## config.mk

```make
export PLATFORM = sky130hd
export DESIGN_NAME = controller_rom_loader_flat
export DESIGN_NICKNAME = d
export VERILOG_FILES = /design/src/rtl/controller_rom_loader_pkg.sv /design/src/rtl/controller_rom_loader_if.sv /design/src/rtl/controller_rom_loader_packer.sv /design/src/rtl/controller_rom_loader.sv /design/src/flat_wrapper.sv
export SDC_FILE = /design/constraint.sdc
export NUM_CORES = 1
export LEC_CHECK = 0
export CORE_MARGIN = 2
export CORE_UTILIZATION = 54
export CTS_BUF_LIST = sky130_fd_sc_hd__clkbuf_16
export DETAILED_ROUTE_END_ITERATION = 8
export PLACE_DENSITY = 0.82
export SLEW_MARGIN = 20
export SYNTH_ARGS = -nofsm -noshare
export SYNTH_HDL_FRONTEND = slang
export SYNTH_SLANG_ARGS = --single-unit
```

## constraint.sdc

```tcl
create_clock -name clk -period 3.91 [get_ports clk]
set_clock_uncertainty 0.1 [all_clocks]
set_input_delay 1.173 -clock clk [delete_from_list [all_inputs] [get_ports clk]]
set_output_delay 1.173 -clock clk [all_outputs]
set_load 0.02 [all_outputs]
```

## src/rtl/controller_rom_loader_pkg.sv

```systemverilog
// Shared types and constants for the instruction-memory field-update loader.
// Optional readback check is enabled with CONTROLLER_ROM_LOADER_VERIFY_EN.
package controller_rom_loader_pkg;

    typedef enum logic [2:0] {
        ST_IDLE   = 3'd0,
        ST_HDR    = 3'd1,
        ST_DATA   = 3'd2,
        ST_WRITE  = 3'd3,
        ST_VERIFY = 3'd4,
        ST_DONE   = 3'd5,
        ST_ERROR  = 3'd6
    } state_e;

    localparam logic [1:0] ERR_NONE   = 2'd0;
    localparam logic [1:0] ERR_HDR    = 2'd1;
    localparam logic [1:0] ERR_ABORT  = 2'd2;
    localparam logic [1:0] ERR_VERIFY = 2'd3;

    localparam int HDR_BYTES  = 4;
    localparam int WORD_BYTES = 4;

    // The end address is formed 17 bits wide so a header near the top cannot wrap into range.
    function automatic logic hdr_in_range(input logic [15:0] addr, input logic [15:0] count,
                                          input int depth);
        logic [16:0] end_v;
        end_v = {1'b0, addr} + {1'b0, count};
        return (count != 16'd0) && (end_v <= 17'(depth));
    endfunction

endpackage

```

## src/rtl/controller_rom_loader_if.sv

```systemverilog
// Port-2 bus of the instruction memory; the loader is the master, the memory the slave.
interface controller_rom_loader_if #(
    parameter int ADDR_W = 13
);
    logic [ADDR_W-1:0] rom_address;
    logic              rom_chipselect;
    logic              rom_write;
    logic [3:0]        rom_byteenable;
    logic [31:0]       rom_writedata;
    logic [31:0]       rom_readdata;

    modport master (
        output rom_address, rom_chipselect, rom_write, rom_byteenable, rom_writedata,
        input  rom_readdata
    );

    modport slave (
        input  rom_address, rom_chipselect, rom_write, rom_byteenable, rom_writedata,
        output rom_readdata
    );
endinterface

```

## src/rtl/controller_rom_loader_packer.sv

```systemverilog
// Little-endian byte-to-word packer, shared by the header and data phases.
module controller_rom_loader_packer
    import controller_rom_loader_pkg::*;
(
    input  logic        clk,
    input  logic        reset_n,
    input  logic        clr,
    input  logic        en,
    input  logic [7:0]  byte_in,
    output logic [1:0]  byte_idx,
    output logic [31:0] word
);
    logic [1:0]  idx_r;
    logic [23:0] part_r;

    // Only three bytes are held; the arriving byte completes the word combinationally.
    assign word     = {byte_in, part_r};
    assign byte_idx = idx_r;

    // Byte position counter and partial-word shift register.
    always_ff @(posedge clk or negedge reset_n) begin
        if (!reset_n) begin
            idx_r  <= 2'd0;
            part_r <= 24'd0;
        end else if (clr) begin
            idx_r  <= 2'd0;
            part_r <= 24'd0;
        end else if (en) begin
            part_r <= word[31:8];
            if (idx_r == 2'(WORD_BYTES - 1)) begin
                idx_r <= 2'd0;
            end else begin
                idx_r <= idx_r + 2'd1;
            end
        end
    end
endmodule

```

## src/rtl/controller_rom_loader.sv

```systemverilog
// Framed byte-stream loader for port 2 of the instruction memory; holds the CPU in reset while loading.
// Define CONTROLLER_ROM_LOADER_VERIFY_EN to add a pipelined readback checksum check after the last write.
module controller_rom_loader
    import controller_rom_loader_pkg::*;
#(
    parameter int ADDR_W = 13,
    parameter int DEPTH  = 8192
) (
    input  logic                      clk,
    input  logic                      reset_n,
    input  logic [7:0]                s_data,
    input  logic                      s_valid,
    output logic                      s_ready,
    input  logic                      abort,
    input  logic                      clear,
    controller_rom_loader_if.master   rom,
    output logic                      cpu_hold,
    output logic                      busy,
    output logic                      done,
    output logic [1:0]                err_code,
    output logic [31:0]               checksum
);
    state_e state_r, state_n;
    logic [1:0]  err_n_s;
    logic        accept_s, start_s, pk_clr_s, hdr_last_s, hdr_ok_s, data_last_s, cs_n_s;
    logic [1:0]  pk_idx_s;
    logic [31:0] pk_word_s;

    logic        s_ready_r, busy_r, done_r, cpu_hold_r, cs_r, wr_r;
    logic [1:0]  err_r;
    logic [3:0]  be_r;
    logic [31:0] checksum_r, wdata_r;
    logic [ADDR_W-1:0] addr_r;
    logic [15:0] remain_r;

`ifdef CONTROLLER_ROM_LOADER_VERIFY_EN
    logic [ADDR_W-1:0] base_r;
    logic [15:0] count_r, v_left_r;
    logic        rd_pend_r;
    logic [31:0] vsum_r, vsum_final_s;
    assign vsum_final_s = vsum_r + (rd_pend_r ? rom.rom_readdata : 32'd0);
`endif

    assign accept_s    = s_valid && s_ready_r;
    assign start_s     = (state_r == ST_IDLE) && accept_s;
    assign pk_clr_s    = (state_r == ST_DONE) || (state_r == ST_ERROR);
    assign hdr_last_s  = (state_r == ST_HDR) && accept_s && (pk_idx_s == 2'(HDR_BYTES - 1));
    assign data_last_s = (state_r == ST_DATA) && accept_s && (pk_idx_s == 2'(WORD_BYTES - 1));
    assign hdr_ok_s    = hdr_in_range(pk_word_s[15:0], pk_word_s[31:16], DEPTH);

    controller_rom_loader_packer u_packer (
        .clk      (clk),
        .reset_n  (reset_n),
        .clr      (pk_clr_s),
        .en       (accept_s),
        .byte_in  (s_data),
        .byte_idx (pk_idx_s),
        .word     (pk_word_s)
    );

    // State register.
    always_ff @(posedge clk or negedge reset_n) begin
        if (!reset_n) begin
            state_r <= ST_IDLE;
        end else begin
            state_r <= state_n;
        end
    end

    // Next-state selection and the error code to latch when entering ERROR.
    always_comb begin
        state_n = state_r;
        err_n_s = ERR_NONE;
        case (state_r)
            ST_IDLE: begin
                if (accept_s) state_n = ST_HDR;
                else          state_n = ST_IDLE;
            end
            ST_HDR: begin
                if (abort) begin
                    state_n = ST_ERROR;
                    err_n_s = ERR_ABORT;
                end else if (hdr_last_s) begin
                    if (hdr_ok_s) begin
                        state_n = ST_DATA;
                    end else begin
                        state_n = ST_ERROR;
                        err_n_s = ERR_HDR;
                    end
                end else begin
                    state_n = ST_HDR;
                end
            end
            ST_DATA: begin
                if (abort) begin
                    state_n = ST_ERROR;
                    err_n_s = ERR_ABORT;
                end else if (data_last_s) begin
                    state_n = ST_WRITE;
                end else begin
                    state_n = ST_DATA;
                end
            end
            ST_WRITE: begin
                if (abort) begin
                    state_n = ST_ERROR;
                    err_n_s = ERR_ABORT;
                end else if (remain_r == 16'd1) begin
`ifdef CONTROLLER_ROM_LOADER_VERIFY_EN
                    state_n = ST_VERIFY;
`else
                    state_n = ST_DONE;
`endif
                end else begin
                    state_n = ST_DATA;
                end
            end
            ST_VERIFY: begin
`ifdef CONTROLLER_ROM_LOADER_VERIFY_EN
                if (abort) begin
                    state_n = ST_ERROR;
                    err_n_s = ERR_ABORT;
                end else if (v_left_r == 16'd0) begin
                    if (vsum_final_s == checksum_r) begin
                        state_n = ST_DONE;
                    end else begin
                        state_n = ST_ERROR;
                        err_n_s = ERR_VERIFY;
                    end
                end else begin
                    state_n = ST_VERIFY;
                end
`else
                state_n = ST_IDLE;
`endif
            end
            ST_DONE, ST_ERROR: begin
                if (clear) state_n = ST_IDLE;
                else       state_n = state_r;
            end
            default: begin
                state_n = ST_IDLE;
            end
        endcase
    end

`ifdef CONTROLLER_ROM_LOADER_VERIFY_EN
    // During readback the select stays high only while addresses remain to be issued.
    assign cs_n_s = (state_n == ST_WRITE) ||
                    ((state_n == ST_VERIFY) && ((state_r == ST_WRITE) || (v_left_r > 16'd1)));
`else
    assign cs_n_s = (state_n == ST_WRITE);
`endif

    // Output and datapath registers, driven from the next state so they line up with it.
    always_ff @(posedge clk or negedge reset_n) begin
        if (!reset_n) begin
            s_ready_r  <= 1'b0;
            busy_r     <= 1'b0;
            done_r     <= 1'b0;
            cpu_hold_r <= 1'b0;
            err_r      <= ERR_NONE;
            checksum_r <= 32'd0;
            cs_r       <= 1'b0;
            wr_r       <= 1'b0;
            be_r       <= 4'h0;
            wdata_r    <= 32'd0;
            addr_r     <= '0;
            remain_r   <= 16'd0;
`ifdef CONTROLLER_ROM_LOADER_VERIFY_EN
            base_r     <= '0;
            count_r    <= 16'd0;
            v_left_r   <= 16'd0;
            rd_pend_r  <= 1'b0;
            vsum_r     <= 32'd0;
`endif
        end else begin
            s_ready_r <= (state_n == ST_IDLE) || (state_n == ST_HDR) || (state_n == ST_DATA);
            busy_r    <= (state_n == ST_HDR) || (state_n == ST_DATA) ||
                         (state_n == ST_WRITE) || (state_n == ST_VERIFY);
            cs_r      <= cs_n_s;
            wr_r      <= (state_n == ST_WRITE);
            be_r      <= (state_n == ST_WRITE) ? 4'hF : 4'h0;
            if (state_n == ST_WRITE) begin
                wdata_r <= pk_word_s;
            end
            if (start_s) begin
                checksum_r <= 32'd0;
                done_r     <= 1'b0;
                err_r      <= ERR_NONE;
                cpu_hold_r <= 1'b1;
            end
            if ((state_r == ST_HDR) && (state_n == ST_DATA)) begin
                addr_r   <= pk_word_s[ADDR_W-1:0];
                remain_r <= pk_word_s[31:16];
`ifdef CONTROLLER_ROM_LOADER_VERIFY_EN
                base_r   <= pk_word_s[ADDR_W-1:0];
                count_r  <= pk_word_s[31:16];
`endif
            end
            // A write strobed in the same cycle as abort still lands, so it is always summed.
            if (state_r == ST_WRITE) begin
                checksum_r <= checksum_r + wdata_r;
                addr_r     <= addr_r + ADDR_W'(1);
                remain_r   <= remain_r - 16'd1;
            end
            if ((state_n == ST_DONE) && (state_r != ST_DONE)) begin
                done_r     <= 1'b1;
                cpu_hold_r <= 1'b0;
            end
            if ((state_n == ST_ERROR) && (state_r != ST_ERROR)) begin
                err_r <= err_n_s;
            end
`ifdef CONTROLLER_ROM_LOADER_VERIFY_EN
            if ((state_r == ST_WRITE) && (state_n == ST_VERIFY)) begin
                addr_r    <= base_r;
                v_left_r  <= count_r;
                vsum_r    <= 32'd0;
                rd_pend_r <= 1'b0;
            end else if (state_r == ST_VERIFY) begin
                if (v_left_r != 16'd0) begin
                    addr_r   <= addr_r + ADDR_W'(1);
                    v_left_r <= v_left_r - 16'd1;
                end
                rd_pend_r <= (v_left_r != 16'd0);
                if (rd_pend_r) begin
                    vsum_r <= vsum_r + rom.rom_readdata;
                end
            end else begin
                rd_pend_r <= 1'b0;
            end
`endif
        end
    end

    assign s_ready            = s_ready_r;
    assign busy               = busy_r;
    assign done               = done_r;
    assign cpu_hold           = cpu_hold_r;
    assign err_code           = err_r;
    assign checksum           = checksum_r;
    assign rom.rom_address    = addr_r;
    assign rom.rom_chipselect = cs_r;
    assign rom.rom_write      = wr_r;
    assign rom.rom_byteenable = be_r;
    assign rom.rom_writedata  = wdata_r;
endmodule

```

## src/flat_wrapper.sv

```systemverilog
// flat-port wrapper written by rule: the top's interface ports become plain ports
module controller_rom_loader_flat import controller_rom_loader_pkg::*;
#(
    parameter int ADDR_W = 13,
    parameter int DEPTH  = 8192
)
  (clk, reset_n, s_data, s_valid, s_ready, abort, clear, cpu_hold, busy, done, err_code, checksum, rom_rom_address, rom_rom_chipselect, rom_rom_write, rom_rom_byteenable, rom_rom_writedata, rom_rom_readdata);
  controller_rom_loader_if #(.ADDR_W(ADDR_W)) rom_i ();
  input  logic clk;
  input  logic reset_n;
  input  logic [7:0] s_data;
  input  logic s_valid;
  output logic s_ready;
  input  logic abort;
  input  logic clear;
  output logic cpu_hold;
  output logic busy;
  output logic done;
  output logic [1:0] err_code;
  output logic [31:0] checksum;
  output wire logic [$bits(rom_i.rom_address)-1:0] rom_rom_address;
  output wire logic [$bits(rom_i.rom_chipselect)-1:0] rom_rom_chipselect;
  output wire logic [$bits(rom_i.rom_write)-1:0] rom_rom_write;
  output wire logic [$bits(rom_i.rom_byteenable)-1:0] rom_rom_byteenable;
  output wire logic [$bits(rom_i.rom_writedata)-1:0] rom_rom_writedata;
  input wire logic [$bits(rom_i.rom_readdata)-1:0] rom_rom_readdata;
  assign rom_rom_address = rom_i.rom_address;
  assign rom_rom_chipselect = rom_i.rom_chipselect;
  assign rom_rom_write = rom_i.rom_write;
  assign rom_rom_byteenable = rom_i.rom_byteenable;
  assign rom_rom_writedata = rom_i.rom_writedata;
  assign rom_i.rom_readdata = rom_rom_readdata;
  controller_rom_loader #(.ADDR_W(ADDR_W), .DEPTH(DEPTH)) u_core (.clk(clk), .reset_n(reset_n), .s_data(s_data), .s_valid(s_valid), .s_ready(s_ready), .abort(abort), .clear(clear), .rom(rom_i), .cpu_hold(cpu_hold), .busy(busy), .done(done), .err_code(err_code), .checksum(checksum));
endmodule
```

==> results by group, run 1 <==
Status
  • Result of the run: completed

Die
  • Floorplan row count: 44
  • Boundary pin count: 134
  • Area inside the core boundary: 0.0145 mm^2
  • Y dimension of the die: 126 um
  • Full die area: 0.0158 mm^2
  • Initial cell density of the core: 0.551
  • Die outline width: 126 um

Placed design
  • Cell count after placement: 1171
  • IO Port Bufs: 101
  • Hpwl dp: 16300 um
  • Global placer's final weighted congestion: 0.921
  • Placed instance area: 0.00946 mm^2

Clock tree
  • Hold bufs inserted after CTS: 0
  • Skew-Pair Late Insertion Delay: 420 ps
  • Number of CTS-inserted buffers: 17
  • CTS H-Tree Depth: 4
  • TritonCTS clock tree: built
  • Clock edge transition at the registers on the reported setup and hold paths: 60 ps
  • Clock root buffer master: sky130_fd_sc_hd__clkbuf_16
  • Number of clock sinks seen by CTS: 129
  • Worst-case clock buffer depth: 2

Setup path
  • Critical Path Sink Type: register
  • Maximum fanout encountered on the critical timing path: 22
  • Type of element launching the critical path: input pin
  • Crit path kind: input pin to register
  • Worst path arrival time: 3970 ps
  • Worst path required time: 4090 ps

GRT
  • Pin count of the biggest net entering global routing: 66
  • Global-route total usage across every layer: 0.291
  • Wire length of the first global-routing pass: 36700 um
  • Number of global-route vias before repair: 7115
  • Number of antenna violations at the first check in global routing: 0
  • Total global routing overflow: 0

STA
  • Worst slew pin tran: 748 ps
  • RSZ-0062 raised after global routing: false
  • Share of the clock period used by the worst path after layout: 0.971
  • Final-report max-slew violation count: 0
  • Setup_tns: 0 ps
  • F_max: 263 MHz
  • Min Tclk post-route: 3800 ps
  • Setup Viol. Count Final: 0
  • Worst-case headroom to the max-slew limit: 0.502
  • Endpoints failing hold: 0

Power
  • Static Leak: 4.51 nW
  • Power per unit of standard cell area: 799 mW/mm^2
  • IR drop worst, VDD: 0.000513 V

Synthesis
  • Avg Inst Size Synth: 9.14 um^2
  • Most instantiated flip-flop cell in the synthesis netlist: sky130_fd_sc_hd__dfrtp_1
  • Cells after synthesis: 873
  • FF+latch count, synth: 129
  • Sequential area share after synthesis: 0.405
  • Asr flop ratio synth: 1.00
  • Total nets after synthesis: 971
  • Yosys cell types: 68
  • Count of flip-flops with a built-in enable after synthesis: 0
  • Yosys synthesis warning count: 0
  • Cell area after synthesis: 0.00798 mm^2

Detailed routing
  • DR vias: 7432
  • Total Wirelength: 22600 um
  • Detailed-route wire length per cell: 18.8 um
  • Count of unresolved DRC violations after routing: 0
  • Iteration-0 DRC count of the detailed router: 800
  • Pre-antenna DRT Iters: 5
  • Routed Antenna Nets: 0
  • Via density per instance: 6.17

Final layout
  • Layout Cells excl Fill: 1204
  • Most common library cell in the layout ignoring fill and taps: sky130_fd_sc_hd__dfrtp_1
  • Area added between synthesis and finish: 25.8%
  • Commonest cells after routing, fill and taps aside: 129 x sky130_fd_sc_hd__dfrtp_1, 110 x sky130_fd_sc_hd__nand2_1, 97 x sky130_fd_sc_hd__clkdlybuf4s50_1, 87 x sky130_fd_sc_hd__a21oi_1, 68 x sky130_fd_sc_hd__nor2_1
  • Design area: 0.0100 mm^2
  • Fraction of layout cells with a size suffix above 1: 0.127
  • Number of nets in the layout: 1105
  • Ant. Diodes: 0

Min path
  • Path type of the worst min-delay path: register to register

Run
  • Reported max-cap violation count: 0
[registers in the layout (all words and copies together) (netlist names)]
register,cells
u_core.state_r,3
u_core.rom.rom_address,13
u_core.u_packer.part_r,24
u_core.remain_r,16
u_core.busy,1
u_core.rom.rom_byteenable,1
u_core.checksum,32
u_core.err_code,2
u_core.rom.rom_writedata,32
u_core.s_ready,1
u_core.cpu_hold,1
u_core.done,1
u_core.u_packer.byte_idx,2
[layer usage]
layer	vias up	wire length [um]	global-route usage
met5	-	0	0
met2	342	10600	0.455
met1	3567	9460	0.387
li1	3450	-	-
met3	73	1770	0.0685
met4	0	814	0.128
[metrics by stage]
| step | hold WS, ps | power [mW] | utilization | setup slack (ps) |
|---|---|---|---|---|
| floorplan | 406 | 4.85 | - | 291 |
| global placement | 381 | 6.34 | 0.653 | -441 |
| detailed placement | 372 | 6.47 | 0.653 | -515 |
| CTS | 397 | 7.96 | 0.692 | 6.73 |
| global route | 431 | 8.51 | 0.693 | 23.8 |
| finish | 395 | 8.02 | 0.693 | 112 |
[report_power, final]
part | leakage (nW) | switching [mW] | internal, mW
logic | 2.60 | 2.26 | 1.90
clock network | 0.267 | 0.591 | 0.854
registers | 1.65 | 0.603 | 1.80
[logic make-up after synthesis]
family          after synthesis  synth area share
fa+ha+maj                    53            0.0850
flops                       129             0.405
compound gates              258             0.210
xor+xnor                     37            0.0406
mux                          40            0.0552
buf+inv                      68            0.0372
simple gates                288             0.167
[worst max-delay path, stage by stage]
cell and delay, ps:
sky130_fd_sc_hd__clkdlybuf4s50_1 500, sky130_fd_sc_hd__ha_1 400, sky130_fd_sc_hd__a21oi_1 160, sky130_fd_sc_hd__o21ai_0 150
sky130_fd_sc_hd__a31o_2 280, sky130_fd_sc_hd__a41oi_2 220, sky130_fd_sc_hd__mux2i_1 280, sky130_fd_sc_hd__o311a_2 280
sky130_fd_sc_hd__nand2_4 90, sky130_fd_sc_hd__buf_12 160, sky130_fd_sc_hd__mux2i_1 170, sky130_fd_sc_hd__mux2i_1 100
[final timing paths]
check                                                from                     endpoint  slack, ps  depth (start not counted)
worst max register to register  u_core.u_packer.part_r[0]           u_core.remain_r[1]        410                         13
worst max-delay path                            s_data[3]           u_core.remain_r[1]        110                         12
worst min register to register                u_core.done                  u_core.done        400                          1
min in group asynchronous                         reset_n               u_core.s_ready        710                          1
worst min-delay path                          u_core.done                  u_core.done        400                          1
max in group asynchronous                         reset_n  u_core.rom.rom_writedata[8]       2140                          2
[cell type report]
| type | instances | area (um^2) |
|---|---|---|
| inverter | 31 | 116 |
| sequential | 129 | 3230 |
| clock buffer | 17 | 425 |
| fill | 1065 | 4450 |
| tap | 184 | 230 |
| clock inverter | 15 | 104 |
| multi-input combinational | 676 | 4490 |
| timing repair buffer | 152 | 1440 |
[repair_timing]
| action | 4_1_cts | 5_1_grt |
|---|---|---|
| setup buffers | 0 | 1 |
| pin swaps | 1 | 1 |
| setup endpoints to repair | 15 | 33 |
| resized for setup | 6 | 2 |
[Yosys cell counts, types with 10 or more instances]
cell type / count / area share
sky130_fd_sc_hd__a211oi_1: 10 / 0.0094
sky130_fd_sc_hd__nand2_1: 110 / 0.052
sky130_fd_sc_hd__ha_1: 51 / 0.080
sky130_fd_sc_hd__nand3_1: 36 / 0.023
sky130_fd_sc_hd__inv_1: 31 / 0.015
sky130_fd_sc_hd__clkbuf_1: 21 / 0.0099
sky130_fd_sc_hd__xnor2_1: 20 / 0.022
sky130_fd_sc_hd__nor2_1: 68 / 0.032
sky130_fd_sc_hd__xor2_1: 17 / 0.019
sky130_fd_sc_hd__nor3_1: 16 / 0.010
sky130_fd_sc_hd__o21bai_1: 11 / 0.010
sky130_fd_sc_hd__o21ai_0: 65 / 0.041
sky130_fd_sc_hd__dfrtp_1: 129 / 0.40
sky130_fd_sc_hd__mux2_2: 32 / 0.045
sky130_fd_sc_hd__a21o_1: 13 / 0.012
sky130_fd_sc_hd__a21oi_1: 87 / 0.055
No activity file was read; power rests on OpenSTA's default activity.
==> run 2, diff against run 1 <==
- SLEW_MARGIN: 20 -> default
==> results of run 2 <==
The final DEF is identical to that of run 1; final timing and power are the same.
